==> config.mk <==
export PLATFORM = sky130hd
export DESIGN_NAME = grf_bank
export DESIGN_NICKNAME = d
export VERILOG_FILES = /design/src/rtl/grf_pkg.sv /design/src/rtl/grf_read_port.sv /design/src/rtl/grf_bank.sv
export SDC_FILE = /design/constraint.sdc
export NUM_CORES = 2
export LEC_CHECK = 0
export CORE_AREA = 2 2 398 400
export CTS_CLUSTER_SIZE = 30
export DETAILED_ROUTE_END_ITERATION = 8
export DIE_AREA = 0 0 400 402
export HOLD_SLACK_MARGIN = 0.02
export SLEW_MARGIN = 20
export SYNTH_ARGS = -nofsm -noshare
export SYNTH_HDL_FRONTEND = slang
export SYNTH_SLANG_ARGS = --single-unit
==> constraint.sdc <==
create_clock -name clk -period 7 [get_ports clk]
set_input_delay 1.05 -clock clk [delete_from_list [all_inputs] [get_ports clk]]
set_output_delay 1.05 -clock clk [all_outputs]
set_load 0.1 [all_outputs]
==> src/rtl/grf_pkg.sv <==
// Shared constants and types for the general register file and its write-back neighbours.
// REG_RA is the single source of the $31 link-register index used by jal.
package grf_pkg;

    localparam int DATA_W   = 32;
    localparam int ADDR_W   = 5;
    localparam int REG_ZERO = 0;
    localparam int REG_RA   = 31;

    typedef logic [ADDR_W-1:0] reg_addr_t;
    typedef logic [DATA_W-1:0] reg_data_t;

endpackage

==> src/rtl/grf_read_port.sv <==
// One combinational register-file read port: decode, $0 forcing, write bypass, reset gating.
module grf_read_port #(
    parameter int DATA_W = 32,
    parameter int ADDR_W = 5,
    parameter int BYPASS = 1
) (
    input  logic                                  reset_n,
    input  logic [ADDR_W-1:0]                     ra,
    input  logic [(2**ADDR_W)-1:0][DATA_W-1:0]    rf,
    input  logic                                  we,
    input  logic [ADDR_W-1:0]                     wa,
    input  logic [DATA_W-1:0]                     wd,
    output logic [DATA_W-1:0]                     rd
);
    import grf_pkg::*;

    localparam logic [ADDR_W-1:0] ZERO_A = ADDR_W'(REG_ZERO);

    logic byp_hit;

    // ra != 0 is checked first below, so a hit here never forwards a $0 write
    assign byp_hit = (BYPASS != 0) && we && (wa == ra);

    always_comb begin
        rd = rf[ra];
        if (!reset_n || ra == ZERO_A)
            rd = '0;
        else if (byp_hit)
            rd = wd;
    end

endmodule

==> src/rtl/grf_bank.sv <==
// 32x32 MIPS general register file: two combinational read ports, one synchronous write port.
// Define GRF_TRACE_EN for a simulation-only per-write trace line; otherwise pc is unused.
module grf_bank #(
    parameter int DATA_W = 32,
    parameter int ADDR_W = 5,
    parameter int BYPASS = 1
) (
    input  logic              clk,
    input  logic              reset_n,
    input  logic [ADDR_W-1:0] ra1,
    input  logic [ADDR_W-1:0] ra2,
    output logic [DATA_W-1:0] rd1,
    output logic [DATA_W-1:0] rd2,
    input  logic              we,
    input  logic [ADDR_W-1:0] wa,
    input  logic [DATA_W-1:0] wd,
    input  logic [31:0]       pc
);
    import grf_pkg::*;

    localparam int DEPTH    = 2**ADDR_W;
    localparam int NUM_RD   = 2;
    localparam logic [ADDR_W-1:0] ZERO_A = ADDR_W'(REG_ZERO);

    logic [DATA_W-1:0]                 mem [1:DEPTH-1];
    logic [DEPTH-1:0][DATA_W-1:0]      rf;
    logic [NUM_RD-1:0][ADDR_W-1:0]     ra_v;
    logic [NUM_RD-1:0][DATA_W-1:0]     rd_v;

    // Entry 0 has no storage; the read ports force it to zero anyway
    always_ff @(posedge clk or negedge reset_n) begin
        if (!reset_n) begin
            for (int i = 1; i < DEPTH; i++)
                mem[i] <= '0;
        end else begin
            for (int i = 1; i < DEPTH; i++)
                if (we && wa == ADDR_W'(i))
                    mem[i] <= wd;
        end
    end

    assign rf[0] = '0;
    for (genvar g = 1; g < DEPTH; g++) begin : g_rf
        assign rf[g] = mem[g];
    end

    assign ra_v = {ra2, ra1};

    for (genvar p = 0; p < NUM_RD; p++) begin : g_rd
        grf_read_port #(
            .DATA_W (DATA_W),
            .ADDR_W (ADDR_W),
            .BYPASS (BYPASS)
        ) u_rd (
            .reset_n (reset_n),
            .ra      (ra_v[p]),
            .rf      (rf),
            .we      (we),
            .wa      (wa),
            .wd      (wd),
            .rd      (rd_v[p])
        );
    end

    assign rd1 = rd_v[0];
    assign rd2 = rd_v[1];

`ifdef GRF_TRACE_EN
    always @(posedge clk) begin
        if (reset_n && we && wa != ZERO_A)
            $display("@%08h: $%02d <= %08h", pc, wa, wd);
    end
`else
    logic unused_pc;
    assign unused_pc = ^{pc, ZERO_A};
`endif

endmodule

==> results by group <==
Clock network
  • Root buffer cell: clkbuf_16
  • Clk buf depth: 3
  • Hold buffers post-CTS: 0
  • CTS clock-pin slew for the worst setup and hold paths: ~60 ps
  • CTS tree: done
  • CTS buffer count: between 100 and 150
  • Total clock sinks: between 900 and 1000
  • Worst-Skew Late Latency: 740 ps
  • H-tree levels: 3
  • Postcts setup bufs: 0
  • CTS resizes: 0

Global routing
  • Vias in the first global route: 37389
  • GR Util All Layers: 22.3%
  • Initial antenna violation count: 24
  • Largest net degree at the start of global routing: 169
  • First-pass GRT wire length: around 260000 um
  • GR Overflow Total: 0

Route
  • DR WL/cell: 30.0 um
  • DR vias: 36147
  • DR iter-0 viols: approximately 3400
  • Drt pass-1 iters: 7
  • Remaining antenna violation count after routing: 0
  • Wirelength, routed: roughly 180000 um
  • Vias per inst: 6.03
  • # DRC: 0

Logic synthesis
  • Async SR Flop Fraction: 100%
  • FF+latch count, synth: slightly below 1000
  • Synthesized area: 54400 um^2
  • Post-synth EDFFs: 0
  • Post-synth net total: 3967
  • Yosys cell types: 64
  • Synth Warn #: 0
  • Post-synth top flop: dfrtp_1
  • Post-synthesis sequential area ratio: between 40 and 50%
  • Cells after synthesis: 3885
  • Syn Area/Cell: 14.0 um^2

Critical path
  • Max FO, Critical Path: 27
  • Cell Chain, Critical Path: clkdlybuf4s50_1 -> buf_4 -> nand2_2 -> nor3_1 -> a211oi_1 -> o32ai_1 -> buf_4
  • Arrival @ worst endpoint: 4610 ps
  • CP max-delay cell: a211oi_1
  • Kind of critical path: primary input to primary output
  • Worst Path Required: 5950 ps
  • Crit-path max cell delay: 820 ps
  • Most frequent CP cell: buf_4
  • Cells on worst reg2reg path: 1
  • Crit. End Element: primary output
  • Startpoint types: primary input

Placed design
  • I/O Buffers: 113
  • Post-detail-place hpwl: 111000 um
  • Gpl congestion: 0.831
  • Post-DP Area: 57500 um^2

Cells and area
  • Max reg flops: 992
  • Ratio of cells with drive above 1 in the final layout: 46.7%
  • Largest reg by FF count: mem
  • Most common cell after layout, fill and taps aside: mux2_2
  • Area Growth Syn to Fin: 12.5%
  • Most frequent cells in the layout: 1034 x mux2_2, 992 x dfrtp_1, 344 x mux4_2
  • Final core occ: around 39%
  • Design area: about 60000 um^2
  • Final #Nets: a little under 4000
  • Top flop regs: mem: 992 flops

Power
  • Static leakage: 26.1 nW
  • Max VDD drop: 0.204 mV
  • Total power draw: 17.4 mW
  • Power per cell area: 285 nW/um^2

Floorplan
  • Effective utilization at floorplan: 34.6%
  • Die area: 161000 um^2
  • Die Span X: 400 um
  • Rows: 146
  • CORE AREA: 157000 um^2
  • IO Pins: around 150
  • Die Y-Extent: around 400 um

STA
  • Fmax: 177 MHz
  • Min Tclk post-route: 5660 ps
  • Slew headroom: 23.5%
  • Final setup violation count: 0
  • RSZ-0062 raised after global routing: no
  • Setup TNS: 0 ps
  • Actual slew at the worst max-slew pin: 1140 ps
  • Slew Limit Fails: 0
  • Final hold vios: 0
  • Period utilisation layout: 80.9%
  • Skew final: 0 ps

Status
  • Status: completed

Min path
  • Min-Delay Path Class: primary input to asynchronous set/reset pin

Flow run
  • Max-cap violations: 0
==> worst max-delay path, delay by kind of cell <==
kind            cells  cell delay [ps]
compound gates      2             1210
buf+inv             3             1420
simple gates        2              930
==> Yosys cell counts (all sizes together), types with 38 or more instances <==
master | number | share of area, %
a211oi | 53 | 0.73
a21oi | 73 | 0.67
a22o | 55 | 0.89
a22oi | 68 | 0.94
buf | 243 | 2.8
clkbuf | 182 | 1.3
dfrtp | 992 | 46
mux2 | 1068 | 22
mux2i | 218 | 4.0
mux4 | 344 | 14
nand2 | 102 | 0.70
nor2 | 97 | 0.68
o221ai | 38 | 0.61
o22ai | 56 | 0.64
==> stage by stage <==
stage,std cells,setup slack [ps],hold WS [ps]
floorplan,3885,1360,475
global placement,5804,1560,485
detailed placement,5805,1560,500
CTS,5997,1550,282
global route,5999,1410,311
finish,5999,1340,267
==> logic make-up (layout without fill, tap and decap cells) <==
group / count (synthesis) / in the layout / synth area share [%]
simple gates: 338 / 338 / 2.96
other cells: 0 / 2 / 0
xor+xnor: 10 / 10 / 0.161
mux: 1630 / 1630 / 40.4
buf+inv: 429 / 469 / 4.04
compound gates: 486 / 486 / 6.79
flops: 992 / 992 / 45.7
==> layout make-up <==
| class | instances | area (um^2) |
|---|---|---|
| Antenna cell | 2 | 5.00 |
| Clock buffer | 166 | 3210 |
| Multi-Input combinational cell | 2464 | 27500 |
| Sequential cell | 992 | 24800 |
| Inverter | 4 | 15.0 |
| Clock inverter | 26 | 399 |
| Timing Repair Buffer | 273 | 2540 |
| Tap cell | 2072 | 2590 |
| Fill cell | 14793 | 96000 |
==> report_power, final <==
| group | internal [mW] | total [mW] | switching [mW] |
|---|---|---|---|
| clock | 3.46 | 5.88 | 2.42 |
| combinational | 2.08 | 3.88 | 1.80 |
| sequential | 6.86 | 7.65 | 0.787 |
==> path summary, 6_finish.rpt <==
kind / start / slack, ps / end
worst max-delay path: ra2[3] / 1340 / rd2[6]
worst min-delay path: reset_n / 270 / mem[653]
worst max register to register: mem[916] / 6190 / mem[916]
worst min register to register: mem[898] / 510 / mem[898]
max in group asynchronous: reset_n / 3910 / mem[455]
min in group clk: mem[898] / 510 / mem[898]
==> layer usage <==
| metal | global-route usage (%) | vias up | routed length, um |
|---|---|---|---|
| met2 | 34.5 | 1381 | 82500 |
| met3 | 4.91 | 363 | 13900 |
| met5 | 0 | - | 161 |
| li1 | - | 14931 | - |
| met1 | 30.9 | 19444 | 77000 |
| met4 | 7.96 | 28 | 6390 |
Power figures use the tool's default switching activity.
